--- src/rtl/l_seq_pkg.sv ---
// Shared constants and state encoding for the L-transform sequencer.
package l_seq_pkg;

    localparam int unsigned N_BYTES = 16;
    localparam int unsigned STEP_W  = 4;
    localparam int unsigned BYTE_W  = 8;

    // Last issue step; the counter wraps to 0 as the FSM leaves ISSUE.
    localparam logic [STEP_W-1:0] LAST_STEP = STEP_W'(N_BYTES - 1);

    typedef enum logic [1:0] {
        S_IDLE  = 2'd0,
        S_ISSUE = 2'd1,
        S_DRAIN = 2'd2,
        S_DONE  = 2'd3
    } l_state_e;

endpackage

--- src/rtl/l_seq.sv ---
// L-transform sequencer: walks the 16 input bytes through an external
// table ROM bank (one lookup per cycle) and XOR-accumulates the results.
module l_seq
    import l_seq_pkg::*;
#(
    parameter int unsigned W = 128
) (
    input  logic                clk,
    input  logic                reset_n,
    input  logic                in_valid,
    output logic                in_ready,
    input  logic [W-1:0]        in_dat,
    output logic [STEP_W-1:0]   rom_sel,
    output logic [BYTE_W-1:0]   rom_addr,
    input  logic [W-1:0]        rom_dat,
    output logic                out_valid,
    input  logic                out_ready,
    output logic [W-1:0]        out_dat
);

    l_state_e          state;
    l_state_e          state_nxt;
    logic [STEP_W-1:0] step;
    logic              issue_d;
    logic [W-1:0]      acc;
    logic [W-1:0]      blk;
    logic              accept;

    assign accept  = in_valid & in_ready;
    assign out_dat = acc;

    // State register
    always_ff @(posedge clk) begin
        if (!reset_n) begin
            state <= S_IDLE;
        end else begin
            state <= state_nxt;
        end
    end

    // Next-state logic
    always_comb begin
        state_nxt = state;
        case (state)
            S_IDLE:  if (accept)            state_nxt = S_ISSUE;
            S_ISSUE: if (step == LAST_STEP) state_nxt = S_DRAIN;
            S_DRAIN:                        state_nxt = S_DONE;
            S_DONE:  if (out_ready)         state_nxt = S_IDLE;
            default:                        state_nxt = S_IDLE;
        endcase
    end

    // Moore outputs decoded from state; in_ready is held low during reset
    always_comb begin
        in_ready  = 1'b0;
        out_valid = 1'b0;
        rom_sel   = '0;
        rom_addr  = '0;
        case (state)
            S_IDLE:  in_ready = reset_n;
            S_ISSUE: begin
                rom_sel  = step;
                rom_addr = blk[{step, 3'b000} +: BYTE_W];
            end
            S_DONE:  out_valid = 1'b1;
            default: ;
        endcase
    end

    // Datapath: latched block, step counter, delayed issue flag, accumulator
    always_ff @(posedge clk) begin
        if (!reset_n) begin
            step    <= '0;
            issue_d <= 1'b0;
            acc     <= '0;
            blk     <= '0;
        end else begin
            // ROM data lands one cycle after its issue cycle
            issue_d <= (state == S_ISSUE);
            if (accept) begin
                blk  <= in_dat;
                acc  <= '0;
                step <= '0;
            end else begin
                if (state == S_ISSUE) begin
                    step <= step + STEP_W'(1);
                end
                if (issue_d) begin
                    acc <= acc ^ rom_dat;
                end
            end
        end
    end

endmodule

--- config.mk ---
export PLATFORM = sky130hd
export DESIGN_NAME = l_seq
export DESIGN_NICKNAME = d
export VERILOG_FILES = /design/src/rtl/l_seq_pkg.sv /design/src/rtl/l_seq.sv
export SDC_FILE = /design/constraint.sdc
export NUM_CORES = 1
export LEC_CHECK = 0
export ABC_AREA = 1
export BUFFER_PORTS_ARGS = -buffer_cell sky130_fd_sc_hd__buf_2
export CAP_MARGIN = 40
export CORE_ASPECT_RATIO = 2
export CORE_UTILIZATION = 40
export CTS_BUF_LIST = sky130_fd_sc_hd__clkbuf_4
export CTS_CLUSTER_DIAMETER = 200
export DETAILED_ROUTE_END_ITERATION = 8
export GPL_ROUTABILITY_DRIVEN = 0
export GPL_TIMING_DRIVEN = 0
export PLACE_DENSITY = 0.69
export SYNTH_ARGS = -nofsm -noshare
export SYNTH_HDL_FRONTEND = slang
export SYNTH_SLANG_ARGS = --single-unit
--- constraint.sdc ---
create_clock -name clk -period 1.4 [get_ports clk]
set_input_delay 0.14 -clock clk [delete_from_list [all_inputs] [get_ports clk]]
set_output_delay 0.14 -clock clk [all_outputs]
set_load 0.01 [all_outputs]
After elaboration in Yosys (flattened, before gate mapping):

Cells that the tools add are included.

* flip-flop bits (word level): 263
* RAM bits: 0
* output and inout bits: 142
* bits in latches: 0
* bits of input ports: 260
* memory bits (read-only): 0
* memories kept: 0

* reduce and logical (&&, ||, !) cells: 3
* equal/unequal tests: 7
* add/sub/neg operators: 1
* shift operators: 1
* order comparisons: 0
* bitwise logic cells: 3
* muxes and demuxes: 8
* divide/modulo/power cells: 0
* multipliers: 0

Operator list (number)
* variable part select 128 x 8 -> 8 bit: 1
* XOR 128 bit: 1
* 2-to-1 mux 8 bit: 1
* case mux 2 bit (4 select lines): 1
* 2-to-1 mux 2 bit: 3
* inequality test 2 bit, second input constant: 3
* adder 4 x 1 -> 4 bit, second input constant: 1
* == test 2 bit, second input constant: 2
* == test 4 bit, second input constant: 1
* 2-to-1 mux 4 bit: 1
* AND reduction 3 bit: 1
* == test 2 x 1 -> 1 bit, second input constant: 1
* logical NOT 2 bit: 1
* 2-to-1 mux 1 bit: 2
* OR reduction 2 bit: 1
* bitwise AND 1 bit: 1
* NOT 1 bit: 1

Longest topological paths before layout:

Gate-level depths: netlist of the first run.

* depth after elaboration: 5
* depth in mapped cells: 11
* depth with buffers taken out: 8

Worst setup path before layout of the first run:

No wires, ideal clock.

* path kind: register to register
* start: register state[0]
* end: register acc[0], in the netlist out_dat[0]
* arrival: 1.268 ns
* period minus slack after synthesis: 1.377 ns
* setup time: 0.109 ns
* path slack: 0.023 ns
* cell stages (with the launch flop): 10
* buffers on the path: 2
* data required time: 1.291 ns
* cells stage by stage: dfxtp_1 > inv_1 > ha_1 > nand3_1 > nand2_1 > inv_1 > buf_4 > buf_2 > nand2_1 > inv_1

* word-level cells in the longest chain between the ends: 4

Ends and longest elaborated chain
* from (decl): line l_seq.sv:21 `l_state_e state;`
* from (signal assigned): line l_seq.sv:37 `state <= state_nxt;`
* logical NOT 2 bit: line l_seq.sv:59 `case (state)`
* 2-to-1 mux 1 bit: line l_seq.sv:59
* bitwise AND 1 bit: line l_seq.sv:29 `assign accept = in_valid & in_ready;`
* OR reduction 2 bit (no line)
* to (signal assigned): line l_seq.sv:89 `acc <= acc ^ rom_dat;`
* to (decl): line l_seq.sv:25 `logic [W-1:0] acc;`

No other way between the ends.
A chain may end at the register's enable or synchronous reset.

Worst setup path in the final report of the first run:

* start: register step[0]
* end: output rom_addr[6]

* word-level cells in the longest chain between the ends: 2

Ends and longest elaborated chain
* from (decl): line l_seq.sv:23 `logic [STEP_W-1:0] step;`
* from (signal assigned): line l_seq.sv:86 `step <= step + STEP_W'(1);`
* variable part select 128 x 8 -> 8 bit: line l_seq.sv:63 `rom_addr = blk[{step, 3'b000} +: BYTE_W];`
* 2-to-1 mux 8 bit: line l_seq.sv:59
* to (decl): line l_seq.sv:14 `output logic [BYTE_W-1:0] rom_addr,`

No other way between the ends.

==> run metrics, run 1 <==
reg-to-reg startpoint=state[1]; Synth Warn #=0; final wirelength=56,400 µm; fin crit share=1.817; synth cell count leaders=nand2_1, inv_1, dfxtp_1; area leader, netlist=dfxtp_1; P per Cell Area=1341 nW/µm²; Worst Tran Pin Value=0.9333 ns; H-tree depth=2; final worst slack=-1.144 ns; P&R area growth vs syn=80.45%; Post-synth EDFFs=0; Total GRT Usage=0.3218; dpl hpwl=slightly below 30,000 µm; startpoint class of the critical path=flip-flop; crit end category=output pin; CTS tree=yes; max_cap viols=0; Clk pin slew, worst setup/hold paths=roughly 0.080 ns; Die ar.=between 20,000 and 30,000 µm²; failing checks=setup timing; R2R cell count=15; share of synthesized flip-flops with an asynchronous set or reset=0; # DRC=0; Hold Path Class=primary input to flip-flop; Vias=14,354; grt total ovfl=0; DR pass1 iterations=5; Slew Viols, Final=0; Antenna Nets Post-Route=0; crit-path max FO=8; Fin. Hold Viols=0; utilization after layout=0.7357; worst hold path cell count=4; Hold Path Sink=blk[78]; RSZ-0062 raised after global routing=true; VDD IR max=~1.0 mV; WL/cell=slightly above 20 µm; I/O Pins=402; initial core utilization=0.4077; syn nets=1,846; Iteration-0 DRC Markers=934; setup violation total in the final timing report=299; Synth area leaders=dfxtp_1, nand2_1, xnor2_1; layout cells sized above 1=0.4359; Setup CP Type=flip-flop to output pin; Rows=87; Setup Skew=0.04883 ns; Setup TNS=-164.44 ns; cell with the most instances after synthesis=nand2_1; Tot Pwr=approximately 28 mW; CP startpoint=step[0]; floorplan core area=28,190 µm²; top_reg_cell synth=dfxtp_1; max frequency=393.0 MHz; number of port buffers=401; Slew HR=0.3778; Yosys top cell area share=0.4580; clock latency on the worst-skew pair=between 0.7 and 0.8 ns; initial antenna violation count=5; Tmin final=2.544 ns; Worst R2R End=out_dat[70]; Mapped Cells=1,580; nets@finish=between 2,000 and 3,000; status=finished, violations left; largest net degree at the start of global routing=16; Mean Syn Cell Area=7.275 µm²; vias in the first global route=between 10,000 and 15,000; Cell Area, Synth=11,490 µm²; crit path DAT=roughly 2.4 ns; CTS Buf Count=59; Worst Path Required=1.26 ns; global-route wire length before repair=72,330 µm; post-place setup slack=-0.6958 ns; Chip Height=241.7 µm; vias per cell=5.165; Chip Width=121.9 µm; R2R Setup Slk=-0.80 ns; Yosys cell types=21; total clock sinks=about 260; Synth Register Bits=263; Hold Startpoint=in_dat[78]; Static Leak=10.65 nW; register area share after synthesis=0.4580; Root Buffer=clkbuf_4; Clock Path Buffers=3
-- worst max-delay path: stages (launching register included) --
cell     delay, ns
dfxtp_2       0.34
buf_6         0.14
inv_4         0.05
buf_12        0.15
buf_8         0.14
nand2_1       0.08
nand3_2       0.08
nand2_2       0.10
nand2_2       0.11
nand2_1       0.09
inv_1         0.05
a21oi_2       0.14
buf_2         0.16
-- report_power, final --
part           total, mW  internal [mW]  leakage (nW)  switching, mW
clock               6.31           3.08         0.445           3.23
sequential          9.23           8.65          2.15          0.574
combinational       12.3           5.32          8.06           6.97
-- layout by cell type (no fill, tap or decap), drive strengths merged --
cell	count
clkbuf	113
nor4	1
nand2	441
ha	6
nand3	218
xnor2	128
clkinvlp	2
dlygate4sd3	260
a31oi	1
bufinv	2
o21ai	130
inv	278
a21oi	9
clkinv	24
nor2	4
buf	534
dfxtp	263
diode	5
nor3	3
xor2	1
-- layer usage --
| metal | vias to the layer above | GRT usage | share of wire |
|---|---|---|---|
| met4 | 0 | 0.3046 | 0.11 |
| li1 | 6420 | - | - |
| met5 | - | 0 | 0 |
| met2 | 936 | 0.5945 | 0.51 |
| met3 | 392 | 0.07547 | 0.077 |
| met1 | 6606 | 0.2677 | 0.31 |
-- area by class of cell --
cell class | instances | area, µm²
antenna | 5 | 12.51
buffer | 87 | 890.9
clock buffer | 82 | 615.6
clock inverter | 25 | 152.6
fill | 1715 | 7451
inverter | 281 | 1082
multi-input combinational | 942 | 6306
sequential | 263 | 5283
tap | 356 | 445.4
timing repair buffer | 738 | 5954
-- per-stage QoR --
| stage | area, µm² | hold WS [ns] | cells |
|---|---|---|---|
| global placement | 13950 | 0.3639 | 2337 |
| CTS | 18770 | 0.09049 | 2743 |
| floorplan | 11490 | 0.2376 | 1580 |
| global route | 20740 | 0.1259 | 2779 |
| finish | 20740 | 0.1516 | 2779 |
| detailed placement | 13950 | 0.3706 | 2337 |
-- worst max-delay path by stage --
| stage | to | slack, ns | cells past startpoint |
|---|---|---|---|
| 3_3_place_gp | rom_addr[3] | -0.67 | 9 |
| 2_1_floorplan | out_dat[0] | 0.02 | 9 |
| 5_1_grt | rom_addr[6] | -1.21 | 12 |
| 4_1_cts | rom_addr[3] | -1.03 | 12 |
| 3_5_place_dp | rom_addr[3] | -0.70 | 9 |
| 6_report | rom_addr[6] | -1.14 | 12 |
-- kinds of logic after synthesis --
logic type,share of synthesized area
xor+xnor,0.09829
fa+ha+maj,0.006531
flops,0.4580
compound gates,0.06106
buf+inv,0.1333
simple gates,0.2427
-- state kept, by name, indices dropped and copies added, names as in the netlist --
register  cells
blk         128
out_dat     128
step          4
state         2
issue_d       1
-- timing repair --
item                       CTS  global route
resized for setup          365           525
gates cloned                15            17
setup endpoints to repair  359           388
hold buffers               260             0
buffers inserted            24            29
hold endpoints to repair   259             0
pin swaps                   23            59
Power figures use the tool's default switching activity.
==> run 2: changes to the inputs <==
- BUFFER_PORTS_ARGS: -buffer_cell sky130_fd_sc_hd__buf_2 -> unset
- DONT_BUFFER_PORTS: unset -> 1
- PLACE_DENSITY: 0.69 -> unset
==> run metrics, run 2 (synthesis results as in run 1) <==
Rows=87 (unchanged); utilization after layout=0.6914 (was 0.7357); # DRC=0 (unchanged); Worst Tran Pin Value=1.034 ns (was 0.9333 ns); sequential power share=0.340 (was 0.332); VDD IR max=1.109 mV (was 1.031 mV); max incr delay on CP=0.34 ns (about the same); DR pass1 iterations=7 (was 5); setup violation total in the final timing report=274 (was 299); P&R area growth vs syn=69.59% (was 80.45%); Fin. Hold Viols=0 (unchanged); Vias=12,532 (was 14,354); CTS Buf Count=61 (was 59); Worst path top cell family by delay=buffers and inverters (unchanged); Total GRT Usage=0.2964 (was 0.3218); crit path DAT=2.21 ns (was 2.40 ns); Static Leak=8.974 nW (was 10.65 nW); Tot Pwr=28.02 mW (was 27.82 mW); fillers=1,876 (was 1,715); clock latency on the worst-skew pair=0.75 ns (about the same); number of port buffers=0 (was 401); grt total ovfl=0 (unchanged); met3 routed WL=4426 µm (was 4354 µm); final wirelength=51,800 µm (was 56,400 µm); status=finished, violations left (unchanged); Hold Startpoint=in_dat[66] (was in_dat[78]); Top Metal Used=met5 (was met4); Clk pin slew, worst setup/hold paths=0.08 ns (about the same); slowest CP cell=dfxtp_1 (was dfxtp_2); most frequent cells in the layout=nand2_1, dlygate4sd3_1, dfxtp_1 (was buf_2, nand2_1, dlygate4sd3_1); R2R Setup Slk=-0.44 ns (was -0.80 ns); Setup Skew=0.03832 ns (was 0.04883 ns); Sw Share=0.3874 (was 0.3872); met2 wire len=27,120 µm (was 28,760 µm); Chip Height=241.7 µm (unchanged); H-tree depth=2 (unchanged); crit-path max FO=10 (was 8); crit end category=output pin (unchanged); Most common cell on crit path=nand2_1; Worst R2R End=out_dat[65] (was out_dat[70]); Hold Path Sink=blk[66] (was blk[78]); largest net degree at the start of global routing=17 (was 16); most common cell after layout, fill and taps aside=nand2_1 (was buf_2); layout cells sized above 1=0.3641 (was 0.4359); Tmin final=2.348 ns (was 2.544 ns); Setup CP Type=flip-flop to output pin (unchanged); RSZ-0062 raised after global routing=true (unchanged); Chip Width=121.9 µm (unchanged); vias per cell=5.244 (was 5.165); worst hold path cell count=3 (was 4); total internal power=17.17 mW (was 17.05 mW); total clock sinks=263 (unchanged); P per Cell Area=1438 nW/µm² (was 1341 nW/µm²); CP cell instances=buf_6 > clkinv_4 > buf_12 > nand3_2 > nand2_1 > nand2_1 > nand2_1 > inv_2 > a21oi_4 (was buf_6 > inv_4 > buf_12 > buf_8 > nand2_1 > nand3_2 > nand2_2 > nand2_2 > nand2_1 > inv_1 > a21oi_2 > buf_2); CP Buf/Inv Count=4 (was 6); fin crit share=1.677 (was 1.817); R2R cell count=12 (was 15); Worst Path Required=1.26 ns (about the same); max_cap viols=0 (unchanged); initial antenna violation count=7 (was 5); combinational share of power=0.430 (was 0.442); nets@finish=2,242 (was 2,638); Switch Pwr=10.86 mW (was 10.77 mW); global-route wire length before repair=65,780 µm (was 72,330 µm); initial core utilization=0.4077 (unchanged); reg-to-reg startpoint=state[0] (was state[1]); CTS tree=yes (unchanged); Hold Path Class=primary input to flip-flop (unchanged); Iteration-0 DRC Markers=611 (was 934); floorplan core area=28,190 µm² (unchanged); dpl hpwl=27,910 µm (was 29,020 µm); Slew HR=0.3108 (was 0.3778); Die ar.=29,460 µm² (unchanged); Antenna Nets Post-Route=0 (unchanged); final worst slack=-0.9484 ns (was -1.144 ns); clock share of power=0.231 (was 0.227); I/O Pins=402 (unchanged); Slew Viols, Final=0 (unchanged); WL/cell=21.67 µm (was 20.29 µm); startpoint class of the critical path=flip-flop (unchanged); failing checks=setup timing (unchanged); max frequency=425.8 MHz (was 393.0 MHz); Root Buffer=clkbuf_4 (unchanged); vias in the first global route=12,552 (was 14,443); Clock Path Buffers=3 (unchanged); metal1 wirelength=15,070 µm (was 17,240 µm)
run 2: final cells by class:
| type | count | area [µm²] | area share |
|---|---|---|---|
| buffer | 89 | 1001 | 0.05135 |
| multi-input combinational | 942 | 6794 | 0.3485 |
| timing repair buffer | 338 | 4055 | 0.2080 |
| inverter | 281 | 1096 | 0.05623 |
| clock buffer | 91 | 683.2 | 0.03504 |
| sequential | 263 | 5284 | 0.2711 |
| tap | 356 | 445.4 | 0.02285 |
| antenna | 7 | 17.52 | 0.0008986 |
| clock inverter | 23 | 117.6 | 0.006033 |
run 2: worst max-delay path by stage:
| stage | from | to | slack, ns | cells after the start |
|---|---|---|---|---|
| final | step[1] | rom_addr[1] | -0.95 | 9 |
| after global routing | step[1] | rom_addr[1] | -1.00 | 9 |
| after CTS | step[0] | rom_addr[6] | -0.84 | 10 |
| after detailed placement | step[1] | rom_addr[6] | -0.53 | 8 |
| after global placement | step[1] | rom_addr[6] | -0.49 | 8 |
| after floorplan | state[0] | out_dat[0] | 0.02 | 9 |
run 2: worst min-delay path, stage by stage:
cell	delay, ns
dlygate4sd3_1	0.54
nand3_2	0.08
o21ai_2	0.05
run 2: stage by stage:
step | TNS, ns | cells | hold slack [ns] | setup WS [ns] | instance area [µm²]
floorplan | 0 | 1580 | 0.2376 | 0.02307 | 11490
global placement | -89.04 | 1936 | 0.2471 | -0.4905 | 11940
detailed placement | -100.85 | 1937 | 0.2454 | -0.5292 | 11950
CTS | -78.37 | 2364 | 0.01298 | -0.8447 | 17530
global route | -95.88 | 2389 | 0.02392 | -1.005 | 19490
finish | -85.50 | 2390 | 0.07030 | -0.9484 | 19490
run 2: timing repair:
item,4_1_cts,5_1_grt
hold endpoints to repair,262,0
hold buffers,259,0
cloned,25,15
setup endpoints to repair,277,282
buffers inserted,30,22
pin swaps,25,48
resized for setup,428,563
run 2: power groups by stage:
| stage | registers, mW | clock network [mW] | logic [mW] |
|---|---|---|---|
| CTS | 9.42 | 6.43 | 9.42 |
| floorplan | 9.37 | 0 | 4.33 |
| finish | 9.52 | 6.47 | 12.0 |
| global route | 9.60 | 6.92 | 12.7 |
| global placement | 9.52 | 0 | 5.65 |
| detailed placement | 9.56 | 0 | 5.72 |
run 2: routing by layer:
layer,up-vias,GRT usage
met5,-,0
met4,2,0.2789
met3,311,0.07759
met2,744,0.5597
met1,5809,0.2317
li1,5666,-
==> run 3: changes to the inputs <==
- SETUP_SLACK_MARGIN: unset -> 0.02
==> run metrics, run 3 (synthesis results as in run 1) <==
status=finished, violations left (unchanged); failing checks=setup timing (unchanged); CP cell instances=inv_4 > buf_12 > buf_6 > nand2_1 > nand3_1 > nand3_2 > nand3_2 > a21oi_4 (was buf_6 > clkinv_4 > buf_12 > nand3_2 > nand2_1 > nand2_1 > nand2_1 > inv_2 > a21oi_4); combinational share of power=0.423 (was 0.430); Iteration-0 DRC Markers=547 (was 611); RSZ-0062 raised after global routing=true (unchanged); dpl hpwl=27,910 µm (unchanged); Switch Pwr=10.57 mW (was 10.86 mW); total internal power=17.08 mW (was 17.17 mW); post-place setup slack=-0.5292 ns (unchanged); layout cells sized above 1=0.3644 (was 0.3641); P per Cell Area=1425 nW/µm² (was 1438 nW/µm²); number of port buffers=0 (unchanged); grt total ovfl=0 (unchanged); CP Buf/Inv Count=3 (was 4); floorplan core area=28,190 µm² (unchanged); nets@finish=2,240 (was 2,242); clock share of power=0.233 (was 0.231); max frequency=442.2 MHz (was 425.8 MHz); Setup Skew=0.04311 ns (was 0.03832 ns); Tmin final=2.261 ns (was 2.348 ns); clock latency on the worst-skew pair=0.74 ns (was 0.75 ns); Tot Pwr=27.65 mW (was 28.02 mW); Most common cell on crit path=nand3_2 (was nand2_1); # DRC=0 (unchanged); hold slack=0.08069 ns (was 0.07030 ns); slowest CP cell=dfxtp_4 (was dfxtp_1); Sw Share=0.3823 (was 0.3874); Clk pin slew, worst setup/hold paths=0.07 ns (was 0.08 ns); CTS Buf Count=61 (unchanged); Cell Area, Placed=11,950 µm² (unchanged); vias in the first global route=11,744 (was 12,552); largest net degree at the start of global routing=17 (unchanged); most common cell after layout, fill and taps aside=nand2_1 (unchanged); Chip Width=121.9 µm (unchanged); Total GRT Usage=0.2747 (was 0.2964); utilization after layout=0.6881 (was 0.6914); vias per cell=5.197 (was 5.244); fin crit share=1.615 (was 1.677); post-route cell area=19,400 µm² (was 19,490 µm²); most frequent cells in the layout=nand2_1, dlygate4sd3_1, dfxtp_1 (unchanged); initial antenna violation count=8 (was 7); total clock sinks=263 (unchanged); global-route wire length before repair=61,400 µm (was 65,780 µm); sequential power share=0.344 (was 0.340); Antenna Nets Post-Route=0 (unchanged); startpoint class of the critical path=flip-flop (unchanged); Rows=87 (unchanged); setup violation total in the final timing report=276 (was 274); CTS tree=yes (unchanged); crit-path max FO=10 (unchanged); Worst path top cell family by delay=simple AND/OR/NAND/NOR gates (was buffers and inverters); I/O Pins=402 (unchanged); Root Buffer=clkbuf_4 (unchanged); Hold Path Class=primary input to flip-flop (unchanged); H-tree depth=2 (unchanged); Slew Viols, Final=0 (unchanged); Worst Tran Pin Value=0.8436 ns (was 1.034 ns); Chip Height=241.7 µm (unchanged); final wirelength=50,400 µm (was 51,800 µm); max incr delay on CP=0.39 ns (was 0.34 ns); Vias=12,416 (was 12,532); Setup CP Type=flip-flop to output pin (unchanged); initial core utilization=0.4077 (unchanged); Die ar.=29,460 µm² (unchanged); Static Leak=8.913 nW (was 8.974 nW); Worst Path Required=1.26 ns (about the same); WL/cell=21.10 µm (was 21.67 µm); VDD IR max=0.9809 mV (was 1.109 mV); Slew HR=0.4376 (was 0.3108); P&R area growth vs syn=68.77% (was 69.59%); max_cap viols=0 (unchanged); crit end category=output pin (unchanged); crit path DAT=2.12 ns (was 2.21 ns); Clock Path Buffers=3 (unchanged); DR pass1 iterations=6 (was 7); final worst slack=-0.8614 ns (was -0.9484 ns); Fin. Hold Viols=0 (unchanged)
[run 3: changes by cell type in the layout (fill, tap and decap cells not counted), sizes merged]
cell / before / now
buf: 138 / 117
clkbuf: 121 / 140
clkinv: 21 / 20
diode: 7 / 8
inv: 280 / 281
[run 3: what timing repair did]
item | in CTS | in global routing
hold buffers | 259 | 0
setup buffers | 16 | 22
endpoints found under the setup margin | 279 | 283
gates resized for setup | 313 | 657
endpoints found under the hold margin | 263 | 0
pin swaps | 23 | 37
gates cloned | 6 | 35
[run 3: through the flow]
stage                     std cells  TNS [ns]
after global placement         1936    -89.04
after floorplan                1580         0
after detailed placement       1937   -100.85
after global routing           2388    -88.85
final                          2389    -76.34
after CTS                      2331    -43.50
[run 3: final cells by class]
cell class	instances	area [µm²]
fill	1921	8793
antenna	8	20.02
sequential	263	5285
clock inverter	23	117.6
buffer	91	1066
inverter	281	1101
tap	356	445.4
multi-input combinational	942	6679
timing repair buffer	334	4003
clock buffer	91	683.2
[run 3: worst reg2reg max path: stages, from the launching register on]
cell,delay (ns)
dfxtp_4,0.36
inv_4,0.07
buf_6,0.10
ha_4,0.15
buf_6,0.11
nand3_4,0.09
nand2_8,0.16
clkinv_8,0.11
clkbuf_16,0.20
clkbuf_16,0.17
nand2_2,0.08
inv_1,0.06
[run 3: power groups by stage]
stage	registers, mW	logic [mW]	clock network, mW
2_1_floorplan	9.37	4.33	0
3_3_place_gp	9.52	5.65	0
3_5_place_dp	9.56	5.72	0
4_1_cts	9.42	8.18	6.43
5_1_grt	9.61	12.4	6.90
6_report	9.51	11.7	6.44
[run 3: path summary, 6_finish.rpt]
kind	startpoint	slack (ns)	cells past startpoint	end
min reg2reg	blk[45]	0.46	2	blk[45]
max	step[0]	-0.86	8	rom_addr[7]
min	in_dat[39]	0.08	3	blk[39]
max reg2reg	state[1]	-0.39	11	out_dat[77]
[run 3: metal layers]
layer  up-vias  track usage  share of wire
li1       5647            -              -
met5         -            0              0
met3       292      0.06981          0.078
met2       681       0.5194           0.53
met1      5796       0.2214           0.29
met4         0       0.2433           0.11
